### config.mk
export PLATFORM = sky130hd
export DESIGN_NAME = out_vc_state_tracker
export DESIGN_NICKNAME = d
export VERILOG_FILES = /design/src/rtl/out_vc_state_tracker.sv
export SDC_FILE = /design/constraint.sdc
export NUM_CORES = 1
export LEC_CHECK = 0
export ABC_AREA = 1
export CORE_ASPECT_RATIO = 1.25
export CORE_MARGIN = 4
export CORE_UTILIZATION = 45
export CTS_CLUSTER_SIZE = 25
export DETAILED_ROUTE_END_ITERATION = 16
export PLACE_DENSITY = 0.7
export REMOVE_ABC_BUFFERS = 1
export SYNTH_ARGS = -nofsm -noshare
export SYNTH_HDL_FRONTEND = slang
export SYNTH_SLANG_ARGS = --single-unit
### constraint.sdc
create_clock -name clk -period 7.5 [get_ports clk]
set_input_delay 1.5 -clock clk [delete_from_list [all_inputs] [get_ports clk]]
set_output_delay 1.5 -clock clk [all_outputs]
set_load 0.01 [all_outputs]
### src/rtl/out_vc_state_tracker.sv
// Per-output-port tracker of downstream VC state and credits. An output VC is
// offered for reallocation only after its tail has left and every downstream slot is credited.
module out_vc_state_tracker #(
  parameter int unsigned CN        = 5,
  parameter int unsigned BUF_DEPTH = 4,
  localparam int unsigned CW       = $clog2(BUF_DEPTH + 1)
) (
  input  logic             clk,
  input  logic             rst,
  input  logic [CN-1:0]    outVCAvailableReset,
  input  logic             flitValid,
  input  logic [CN-1:0]    flitVC,
  input  logic             flitTail,
  input  logic [CN-1:0]    creditReturn,
  output logic [CN-1:0]    outVCAvailable,
  output logic [CN-1:0]    outVCHasCredit,
  output logic [CN*CW-1:0] creditCount,
  output logic             protocolError
);

  typedef enum logic [1:0] {
    StIdle   = 2'd0,
    StActive = 2'd1,
    StDrain  = 2'd2
  } vc_state_e;

  localparam logic [CW-1:0] CntFull = CW'(BUF_DEPTH);
  localparam logic [CW-1:0] CntOne  = CW'(1);

  vc_state_e     state_q [CN];
  vc_state_e     state_d [CN];
  logic [CW-1:0] count_q [CN];
  logic [CW-1:0] count_d [CN];
  logic          err_q, err_d;

  logic          flit_ok, flit_bad;
  logic [CN-1:0] send_vec;

  // A malformed flitVC is dropped entirely so no VC sees a partial send.
  assign flit_ok  = flitValid & $onehot(flitVC);
  assign flit_bad = flitValid & ~$onehot(flitVC);
  assign send_vec = flit_ok ? flitVC : '0;

  always_ff @(posedge clk) begin
    if (rst) begin
      for (int i = 0; i < CN; i++) begin
        state_q[i] <= StIdle;
        count_q[i] <= CntFull;
      end
      err_q <= 1'b0;
    end else begin
      for (int i = 0; i < CN; i++) begin
        state_q[i] <= state_d[i];
        count_q[i] <= count_d[i];
      end
      err_q <= err_d;
    end
  end

  always_comb begin
    err_d = err_q | flit_bad;
    for (int i = 0; i < CN; i++) begin
      state_d[i] = state_q[i];
      count_d[i] = count_q[i];

      // Saturate on underflow/overflow; a paired send+credit is a no-op.
      if (send_vec[i] && !creditReturn[i]) begin
        if (count_q[i] == '0) err_d = 1'b1;
        else                  count_d[i] = count_q[i] - CntOne;
      end else if (!send_vec[i] && creditReturn[i]) begin
        if (count_q[i] == CntFull) err_d = 1'b1;
        else                       count_d[i] = count_q[i] + CntOne;
      end

      case (state_q[i])
        StIdle: begin
          if (outVCAvailableReset[i]) state_d[i] = StActive;
          if (send_vec[i])            err_d = 1'b1;
        end
        StActive: begin
          if (send_vec[i] && flitTail) state_d[i] = StDrain;
          if (outVCAvailableReset[i])  err_d = 1'b1;
        end
        StDrain: begin
          // Uses the registered count, so a drained VC spends at least one cycle here.
          if (count_q[i] == CntFull)                 state_d[i] = StIdle;
          if (send_vec[i] || outVCAvailableReset[i]) err_d = 1'b1;
        end
        default: state_d[i] = StIdle;
      endcase
    end
  end

  always_comb begin
    outVCAvailable = '0;
    outVCHasCredit = '0;
    creditCount    = '0;
    for (int i = 0; i < CN; i++) begin
      outVCAvailable[i]           = (state_q[i] == StIdle);
      outVCHasCredit[i]           = (state_q[i] == StActive) && (count_q[i] != '0);
      creditCount[i*CW +: CW]     = count_q[i];
    end
    protocolError = err_q;
  end

endmodule

# Word-level counts from Yosys, hierarchy flattened
# Memories as Yosys holds them, arrays and structs flattened.
# Cells that the tools add are included.
# classes
shift,0
n_eq_ne,16
div,0
n_lt_le_gt_ge,0
n_addsub,14
bitwise_logic,14
multipliers,0
muxes,94
n_reduce_logical,50
# op_table
operator,n
3-bit two-way mux,25
2-bit two-way mux,20
1-bit two-way mux,38
2-bit case mux with 3 select lines,5
1-bit logical AND,20
3-bit by 1-bit adder with 3-bit output (second input constant),5
3-bit == test (second input constant),5
3-bit zero test,5
1-bit case mux with 3 select lines,5
3-bit nonzero test,5
3-bit by 1-bit subtractor with 3-bit output (second input constant),5
1-bit OR,11
2-bit by 1-bit == test with 1-bit output (second input constant),5
2-bit == test (second input constant),5
1-bit zero test,10
2-bit zero test,5
1-bit logical OR,5
5-bit two-way mux,1
1-bit by 1-bit adder with 2-bit output,2
2-bit by 2-bit adder with 3-bit output,1
3-bit by 1-bit adder with 3-bit output,1
3-bit by 1-bit == test with 1-bit output (second input constant),1
1-bit AND,2
1-bit inverter,1
# totals
ramBits,25
latch_bits,0
out_inout_bits,26
reg_bits,1
input_bits,19
rom_bits,0
n_memories,2
elab_cells,191
# memory_table
name,depth,word_bits,rd,rd_ports_with_merged_regs,write_ports,line_no,source
count_q,5,3,5,0,5,32,logic [CW-1:0] count_q [CN];
state_q,5,2,5,0,5,30,vc_state_e state_q [CN];

# Depth between registers and ports, before layout
# Gate-level depths: netlist (run 1).
# logic_depth
ltp_word,32
ltp_mapped,18

# Least setup slack after synthesis (run 1)
# OpenSTA, ideal clock, no wires.
# synth_timing
path_type,input port to flip-flop
from,input flitVC[0]
to,memory count_q[0][4] (netlist name)
t_arrival_ns,4.069
setup_ns,0.120
cell_stages,14
path_slack_ns,3.312
required_ns,7.380
cell_sequence,inv_1 -> fa_1 -> inv_1 -> fa_1 -> ha_1 -> nor3_1 -> nand3_1 -> inv_1 -> ha_1 -> inv_1 -> fa_1 -> inv_1 -> o21ai_0 -> a21oi_1
# synth_lines
item,line_no,source
from (decl),12,"input logic [CN-1:0] flitVC,"
to (decl),32,

==> impl_metrics.yaml, run 1 <==
yosys:
  post_synth_and_or_nand_nor_area_fraction_pct: 23.1
  cell_count_after_synthesis: 337
  synth_largest_area_cell: "sky130_fd_sc_hd__dfxtp_1"
  synth_mux_area_share_pct: 0
  synth.ff_latch_count: 26
  netlist_area_um2: 2230
  number_of_library_cell_types_mapped_by_synthesis: 20
  ys_warn_count: 0
  largest_family_of_logic_cells_by_synthesized_area: "adder cells"
  synth-adder-area-share_pct: 23.7
  synth.yosys.seq_area_share_pct: 23.4
  synth_top_cells_by_area: "sky130_fd_sc_hd__dfxtp_1, sky130_fd_sc_hd__ha_1, sky130_fd_sc_hd__nand2_1, sky130_fd_sc_hd__inv_1, sky130_fd_sc_hd__a21oi_1"
  synth_compound_area_share_pct: 12.8
  post-synth-top-area-fraction_pct: 23.4
  syn-mean-instance-area_um2: 6.61
  synth_xor_xnor_area_share_pct: 1.97
power:
  power.ir.vdd_worst_mv: 0.210
  power_density_nw_per_um2: 367
  fin_total_pwr_mw: 1.01
  static-leakage-power_nw: 1.44
sta:
  final.setup.tns_ps: 0
  rsz0062_at_grt: "no"
  max_freq_mhz: 217
  timing.max_slew.rel_slack_pct: 57.5
  fin_clk_skew_ps: 1.82
  number_of_failing_setup_endpoints_in_the_final_timing_report: 0
  period_minus_slack_ps: 4600
  drv_slew: 0
  timing_hold_violations_final: 0
  worst_slew_pin_slew_ps: 635
  worst_slack_ps: 2900
  min_period_over_period_pct: 61.3
die:
  design.portCount: 45
  dieHeight_um: 86.7
  initial_core_util_pct: 46.7
  die_area_um2: 6150
  chipWidth_um: 70.9
  core_area_um2: 4760
  rows: 28
routing:
  drt_pre_antenna_iters: 4
  detail_route.drc_violations: 0
  vias: 2051
  wire_per_inst_um: 10.8
  drt-vias-per-instance: 4.69
  drt-total-wl_mm: 4.71
  drt_iter0_markers: 55
  antenna_left: 0
clocking:
  cts-resized-gates: 0
  cts_tree: "built"
  insertion_delay_ps: 260
  cts.sinks: 26
  clock_path_buffers: 2
  postCtsSetupBuffers: 0
  number_of_levels_in_the_clock_h_tree: 1
  cts_made_buffers: 3
  hold_buffers: 0
  clock_tree.root_cell: "sky130_fd_sc_hd__clkbuf_8"
  cts.clk_slew.worst_paths_ps: 90
setup_path:
  cp.arrival_ps: 4760
  critical_path.startpoint_type: "input port"
  critical_path_required_ps: 7660
  critical_path_class: "in2reg"
  critical_path_peak_fanout: 3
  cp-end-kind: "register"
cells_and_area:
  layout-drive-gt1-share_pct: 1.59
  final_net_count: 436
  flow.area_growth_from_synthesis_pct: 23.0
  mostFrequentLayoutCells: "sky130_fd_sc_hd__nand2_1, sky130_fd_sc_hd__inv_1, sky130_fd_sc_hd__clkdlybuf4s50_1"
  commonest_non_fill_non_tap_cell_in_the_layout: "sky130_fd_sc_hd__nand2_1"
  final.fill_count: 509
  antenna_diode_count: 0
  final_cell_count_no_fill: 437
placement:
  place_inst: 434
  place_congestion: 0.775
  pre_cts_worst_setup_slack_ps: 2620
  portBuffers: 44
  hpwl_mm: 3.82
global_route:
  vias_in_the_first_global_route: 1923
  grt-ovfl-total: 0
  most_heavily_used_metal_layer_in_global_routing: "met2"
  first_pass_grt_wire_length_mm: 8.05
  globalRouteMet2Util_pct: 29.5
  grt_start_max_net_pins: 17
  grt_use_met1_pct: 19.4
  grt_use_met3_pct: 2.20
  groute.usage.overall_pct: 16.0
  antenna_found_initial: 0
hold_path:
  worst_hold_path_type: "reg2reg"
outcome:
  outcome: "finished clean"
run:
  max-cap-violations: 0
-- logic make-up (layout without fill, tap and decap cells) --
kind of cell               after synthesis  count (layout)
AOI/OAI and AO/OA                       56              56
xor gates and xnor gates                 5               5
adders and majority gates               38              38
buffers and inverters                   84             124
DFF                                     26              26
and+or+nand+nor                        128             128
-- stage by stage --
stage	util [%]	instance area, µm²	hold slack [ps]
2_1_floorplan	-	2180	467
3_3_place_gp	56.6	2700	490
3_5_place_dp	56.6	2700	502
4_1_cts	57.5	2740	517
5_1_grt	57.5	2740	545
6_report	57.5	2740	509
-- worst paths after layout --
path	from	endpoint	slack [ps]	cells after the start
worst min register to register	state_q[0][6]	state_q[0][6]	510	2
worst min-delay path	state_q[0][6]	state_q[0][6]	510	2
worst max-delay path	flitVC[0]	count_q[0][4]	2900	15
worst max register to register	state_q[0][2]	state_q[0][2]	6120	8
-- critical path, stage by stage --
cell and delay (ps):
sky130_fd_sc_hd__clkdlybuf4s50_1 490, sky130_fd_sc_hd__inv_1 70, sky130_fd_sc_hd__fa_1 530, sky130_fd_sc_hd__inv_1 50
sky130_fd_sc_hd__fa_1 360, sky130_fd_sc_hd__ha_1 330, sky130_fd_sc_hd__nor3_1 190, sky130_fd_sc_hd__nand3_1 140
sky130_fd_sc_hd__inv_1 110, sky130_fd_sc_hd__ha_1 180, sky130_fd_sc_hd__inv_1 70, sky130_fd_sc_hd__fa_1 480
sky130_fd_sc_hd__inv_1 40, sky130_fd_sc_hd__o21ai_0 160, sky130_fd_sc_hd__a21oi_1 60
-- synth_stat cells (all sizes together) --
cell / instances
buf: 5
nor2: 21
fa: 7
nand2: 92
a21oi: 37
nand3: 8
or2: 1
clkbuf: 2
nor3: 1
dfxtp: 26
nand4: 4
xor2: 4
inv: 77
ha: 31
nand3b: 1
xnor2: 1
a31oi: 4
o21ai: 15
-- power breakdown --
group	internal [mW]	total (mW)	switching, mW
sequential	0.203	0.257	0.0546
clock	0.0359	0.0786	0.0427
combinational	0.303	0.669	0.366
total	0.542	1.01	0.464
-- sequential cells by signal (all words and copies together), names as in the netlist --
register and flops:
count_q 15, protocolError 1, state_q 10
-- metal layers --
metal,vias up,wire [µm]
met3,2,144
met2,22,2380
li1,1114,-
met5,-,0
met4,0,36
met1,913,2140
-- area by class of cell --
| class | instances | area [µm²] | share of cell area (%) |
|---|---|---|---|
| inverters | 77 | 289 | 10.6 |
| flip-flops and latches | 26 | 520 | 19.0 |
| well taps | 60 | 75.1 | 2.74 |
| multi-input cells | 227 | 1370 | 50.1 |
| repair buffers | 44 | 440 | 16.1 |
| clock buffers | 3 | 41.3 | 1.51 |
(Power assumes the default switching activity.)
==> inputs of run 2 (changes only) <==
Settings changed: PLACE_DENSITY 0.7 to 0.73.
Clock period 7.5 ns to 4.2 ns, I/O delays scaled along.
==> run 2 against run 1 <==
Critical path depth stayed put. Count of clock-buffer cells in the layout stayed put. Die area stayed put. Largest cell class unchanged. Clock skew hardly changed. Cell count is 0.92% higher. Flip-flop and latch count stayed put. Hold slack worse by 0.92 ps. Combinational power is 79% higher. Worst setup slack worse by 2600 ps. Register-to-register slack worse by 3300 ps. First-iteration DRC count is 16% lower. Sequential power is 79% higher.
==> impl_metrics.yaml, run 2 (synthesis gave the netlist of run 1 again) <==
die:
  chipWidth_um: 70.9
  rows: 28
  design.portCount: 45
  core_area_um2: 4760
  initial_core_util_pct: 46.7
  die_area_um2: 6150
  dieHeight_um: 86.7
setup_path:
  critical_path.endpoint: "count_q[0][4]"
  launch_instance_of_the_worst_register_to_register_path: "state_q[0][2]"
  reg2regPathDepth: 7
  critical_path_required_ps: 4380
  timing.critical_path.depth: 15
  worst-path-buf-inv: 6
  critical_path_peak_fanout: 3
  crit_start: "flitVC[0]"
  critical_path_class: "in2reg"
  path_common_cell: "sky130_fd_sc_hd__inv_1"
  cp-end-kind: "register"
  cp.arrival_ps: 4080
  cpMaxStageDelayCell: "sky130_fd_sc_hd__fa_1"
  critical_path.startpoint_type: "input port"
  crit-reg2reg-capture: "protocolError"
  crit_family: "adder cells"
  critical_path.max_stage_delay_ps: 530
  timing.reg2reg.setup_slack_ps: 2830
  path_cells: "clkdlybuf4s50_1 -> inv_1 -> fa_1 -> inv_1 -> fa_1 -> ha_1 -> nor3_1 -> nand3_1 -> inv_1 -> ha_1 -> inv_1 -> fa_1 -> inv_1 -> o21ai_0 -> a21oi_1"
power:
  clockPowerShare_pct: 8.2
  power.internal_mw: 0.971
  power.share.switching_pct: 46.4
  share_seq_of_total_power_pct: 25.4
  power_density_nw_per_um2: 655
  static-leakage-power_nw: 1.46
  power.combinational.fraction_pct: 66.4
  net-switching-power_mw: 0.842
  power.ir.vdd_worst_mv: 0.314
run:
  max-cap-violations: 0
sta:
  drv_slew: 0
  timing_hold_violations_final: 0
  rsz0062_at_grt: "no"
  min_period_over_period_pct: 92.9
  worst_slew_pin_slew_ps: 538
  fin_clk_skew_ps: 2.24
  number_of_failing_setup_endpoints_in_the_final_timing_report: 0
  period_minus_slack_ps: 3900
  max_freq_mhz: 256
  worst_slack_ps: 299
  final.setup.tns_ps: 0
  timing.max_slew.rel_slack_pct: 64.0
global_route:
  grt_start_max_net_pins: 17
  first_pass_grt_wire_length_mm: 8.40
  antenna_found_initial: 0
  groute.usage.overall_pct: 16.8
  grt-ovfl-total: 0
  vias_in_the_first_global_route: 2072
routing:
  vias: 2069
  drt_pre_antenna_iters: 4
  detail_route.drc_violations: 0
  antenna_left: 0
  drt-vias-per-instance: 4.69
  drt_iter0_markers: 46
  wire_per_inst_um: 10.9
  drt-total-wl_mm: 4.82
clocking:
  hold_buffers: 0
  cts.sinks: 26
  cts_made_buffers: 3
  cts.clk_slew.worst_paths_ps: 90
  clock_tree.root_cell: "sky130_fd_sc_hd__clkbuf_8"
  cts-resized-gates: 0
  cts_tree: "built"
  number_of_levels_in_the_clock_h_tree: 1
  postCtsSetupBuffers: 0
  insertion_delay_ps: 280
  clock_path_buffers: 2
cells_and_area:
  antenna_diode_count: 0
  design_area_um2: 2770
  final_net_count: 440
  mostFrequentLayoutCells: "sky130_fd_sc_hd__nand2_1, sky130_fd_sc_hd__inv_1, sky130_fd_sc_hd__clkdlybuf4s50_1"
  flow.area_growth_from_synthesis_pct: 24.3
  layout-drive-gt1-share_pct: 2.62
  commonest_non_fill_non_tap_cell_in_the_layout: "sky130_fd_sc_hd__nand2_1"
  largest-register: "count_q"
  fin_util_pct: 58.1
  max_ffs_per_register: 15
placement:
  postPlaceCellArea_um2: 2730
  pre_cts_worst_setup_slack_ps: 9.85
  hpwl_mm: 3.93
  portBuffers: 44
  place_congestion: 0.853
outcome:
  outcome: "finished clean"
hold_path:
  worst_hold_path_type: "reg2reg"
[run 2: changes by cell type in the layout (fill, tap and decap cells not counted)]
cell                    previous run  this run
sky130_fd_sc_hd__buf_4             0         4
[run 2: area by class of cell]
type	instances	area, µm²
fill	484	2000
clock buffer	3	41.3
timing repair buffer	48	470
sequential	26	520
tap	60	75.1
inverter	77	289
multi-input combinational	227	1370
[run 2: how the worst min path moves through the flow]
| stage | start | to | slack [ps] | cells past startpoint |
|---|---|---|---|---|
| 2_1_floorplan | state_q[0][0] | state_q[0][0] | 470 | 2 |
| 3_3_place_gp | state_q[0][8] | state_q[0][8] | 490 | 2 |
| 3_5_place_dp | state_q[0][4] | state_q[0][4] | 490 | 2 |
| 4_1_cts | state_q[0][4] | state_q[0][4] | 510 | 2 |
| 5_1_grt | state_q[0][8] | state_q[0][8] | 540 | 2 |
| 6_report | state_q[0][4] | state_q[0][4] | 510 | 2 |
[run 2: metrics by stage]
| stage | power (mW) | cells | hold slack, ps |
|---|---|---|---|
| 6_report | 1.81 | 441 | 508 |
| 5_1_grt | 2.03 | 441 | 535 |
| 4_1_cts | 1.84 | 441 | 509 |
| 3_5_place_dp | 1.68 | 438 | 494 |
| 3_3_place_gp | 1.66 | 438 | 490 |
| 2_1_floorplan | 1.24 | 330 | 467 |
[run 2: power by group through the flow]
| stage | registers, mW | logic, mW | clock network, mW |
|---|---|---|---|
| finish | 0.461 | 1.20 | 0.148 |
| global route | 0.479 | 1.38 | 0.166 |
| CTS | 0.461 | 1.22 | 0.156 |
| detailed placement | 0.467 | 1.21 | 0 |
| global placement | 0.463 | 1.19 | 0 |
| floorplan | 0.483 | 0.755 | 0 |
[run 2: routing by layer]
layer | vias up | share of wire [%] | GRT usage, %
li1 | 1114 | - | -
met1 | 915 | 44 | 18.1
met2 | 33 | 51 | 32.2
met3 | 7 | 3.8 | 2.78
met4 | 0 | 1.8 | 6.32
met5 | - | 0 | 0
[run 2: worst min-delay path, cell delays in order (launching register included)]
cell	delay [ps]
sky130_fd_sc_hd__dfxtp_1	350
sky130_fd_sc_hd__nand2_1	70
sky130_fd_sc_hd__a21oi_1	50
==> inputs of run 3 (changes only) <==
Settings changed: CAP_MARGIN from default to 20, GPL_TIMING_DRIVEN from default to 0.
==> run 3 against run 2 <==
Count of clock-buffer cells in the layout is the same. Non-clock buffer count shrank 4. Clock power shrank 3%. Critical path type unchanged. Routed wire length shrank 0.15%. Die area is the same. Cell count shrank 0.91%. Flip-flop and latch count is the same.
==> impl_metrics.yaml, run 3 (synthesis gave the netlist of run 1 again) <==
die:
  core_area_um2: 4760
  dieHeight_um: 86.7
  die_area_um2: 6150
  design.portCount: 45
  rows: 28
  initial_core_util_pct: 46.7
  chipWidth_um: 70.9
global_route:
  grt_start_max_net_pins: 17
  groute.usage.overall_pct: 15.9
  first_pass_grt_wire_length_mm: 7.91
  antenna_found_initial: 0
  grt-ovfl-total: 0
  vias_in_the_first_global_route: 1932
clocking:
  cts_tree: "built"
  insertion_delay_ps: 270
  clock_tree.root_cell: "sky130_fd_sc_hd__clkbuf_8"
  clock_path_buffers: 2
  cts_made_buffers: 3
  number_of_levels_in_the_clock_h_tree: 1
  cts.clk_slew.worst_paths_ps: 90
  hold_buffers: 0
  cts.sinks: 26
  cts-resized-gates: 0
  postCtsSetupBuffers: 0
setup_path:
  critical_path_class: "in2reg"
  critical_path.max_stage_delay_ps: 530
  cp.arrival_ps: 4130
  cpMaxStageDelayCell: "sky130_fd_sc_hd__fa_1"
  critical_path_peak_fanout: 5
  path_cells: "clkdlybuf4s50_1 -> inv_1 -> fa_1 -> inv_1 -> fa_1 -> ha_1 -> nor2_4 -> nand4_1 -> inv_1 -> ha_1 -> inv_1 -> fa_1 -> inv_1 -> o21ai_0 -> a21oi_1"
  timing.reg2reg.setup_slack_ps: 2830
  critical_path.startpoint_type: "input port"
  launch_instance_of_the_worst_register_to_register_path: "state_q[0][8]"
  reg2regPathDepth: 8
  critical_path_required_ps: 4370
  cp-end-kind: "register"
  path_common_cell: "sky130_fd_sc_hd__inv_1"
  crit_start: "flitVC[0]"
routing:
  drt-vias-per-instance: 4.69
  drt-total-wl_mm: 4.82
  drt_iter0_markers: 65
  vias: 2049
  drt_pre_antenna_iters: 4
  detail_route.drc_violations: 0
  wire_per_inst_um: 11.0
  antenna_left: 0
hold_path:
  hold_path_startpoint: "state_q[0][4]"
  hold_depth: 2
  worst_hold_path_type: "reg2reg"
placement:
  portBuffers: 44
  place_congestion: 0.794
  hpwl_mm: 3.91
power:
  net-switching-power_mw: 0.838
  power.combinational.fraction_pct: 66.6
  power_density_nw_per_um2: 659
  power.share.switching_pct: 46.4
  clockPowerShare_pct: 7.9
  static-leakage-power_nw: 1.44
  power.ir.vdd_worst_mv: 0.296
  power.internal_mw: 0.968
  share_seq_of_total_power_pct: 25.5
run:
  max-cap-violations: 0
sta:
  timing_hold_violations_final: 0
  rsz0062_at_grt: "no"
  drv_slew: 0
  period_minus_slack_ps: 3960
  max_freq_mhz: 252
  fin_clk_skew_ps: 2.53
  final.setup.tns_ps: 0
  timing.max_slew.rel_slack_pct: 62.1
  number_of_failing_setup_endpoints_in_the_final_timing_report: 0
  worst_slew_pin_slew_ps: 567
  min_period_over_period_pct: 94.3
cells_and_area:
  fin_util_pct: 57.5
  antenna_diode_count: 0
  mostFrequentLayoutCells: "sky130_fd_sc_hd__nand2_1, sky130_fd_sc_hd__inv_1, sky130_fd_sc_hd__clkdlybuf4s50_1"
  final_net_count: 436
  final.fill_count: 501
  largest-register: "count_q"
  commonest_non_fill_non_tap_cell_in_the_layout: "sky130_fd_sc_hd__nand2_1"
  max_ffs_per_register: 15
  flow.area_growth_from_synthesis_pct: 23.0
  layout-drive-gt1-share_pct: 1.59
outcome:
  outcome: "finished clean"
-- run 3: cell count changes in the layout (fill, tap and decap cells not counted), sizes merged --
cell,change
buf,-4
-- run 3: worst max-delay path, delay by kind of cell --
kind,cells,cell delay [ps]
buffers and inverters,6,860
adders and majority gates,5,1890
AOI/OAI and AO/OA,2,210
and+or+nand+nor,2,320
-- run 3: final timing paths --
| check | to |
|---|---|
| min reg2reg | state_q[0][4] |
| max | count_q[0][13] |
| max reg2reg | state_q[0][8] |
| min | state_q[0][4] |
-- run 3: through the flow --
step / hold WS (ps) / setup slack [ps] / cell area (µm²) / std cells / total power [mW]
CTS: 512 / 226 / 2740 / 437 / 1.83
global route: 538 / 4.25 / 2740 / 437 / 2.01
finish: 514 / 238 / 2740 / 437 / 1.81
floorplan: 467 / 672 / 2180 / 330 / 1.24
detailed placement: 501 / -70.6 / 2700 / 434 / 1.67
global placement: 492 / 11.1 / 2700 / 434 / 1.64
-- run 3: layout make-up --
cell class	count	area, µm²	area share (%)
clock buffers	3	41.3	1.51
inverters	77	289	10.6
multi-input cells	227	1370	50.1
flip-flops and latches	26	520	19.0
well taps	60	75.1	2.74
repair buffers	44	440	16.1
-- run 3: power by group through the flow --
stage	registers [mW]	logic (mW)	clock network, mW
5_1_grt	0.481	1.37	0.158
3_5_place_dp	0.466	1.21	0
2_1_floorplan	0.483	0.755	0
6_report	0.460	1.20	0.143
3_3_place_gp	0.461	1.18	0
4_1_cts	0.460	1.21	0.153
-- run 3: metal layers --
layer	track usage [%]	up-vias	routed length [µm]
li1	-	1104	-
met1	18.0	907	2080
met2	29.7	34	2510
met3	2.44	4	172
met4	5.64	0	57
met5	0	-	0
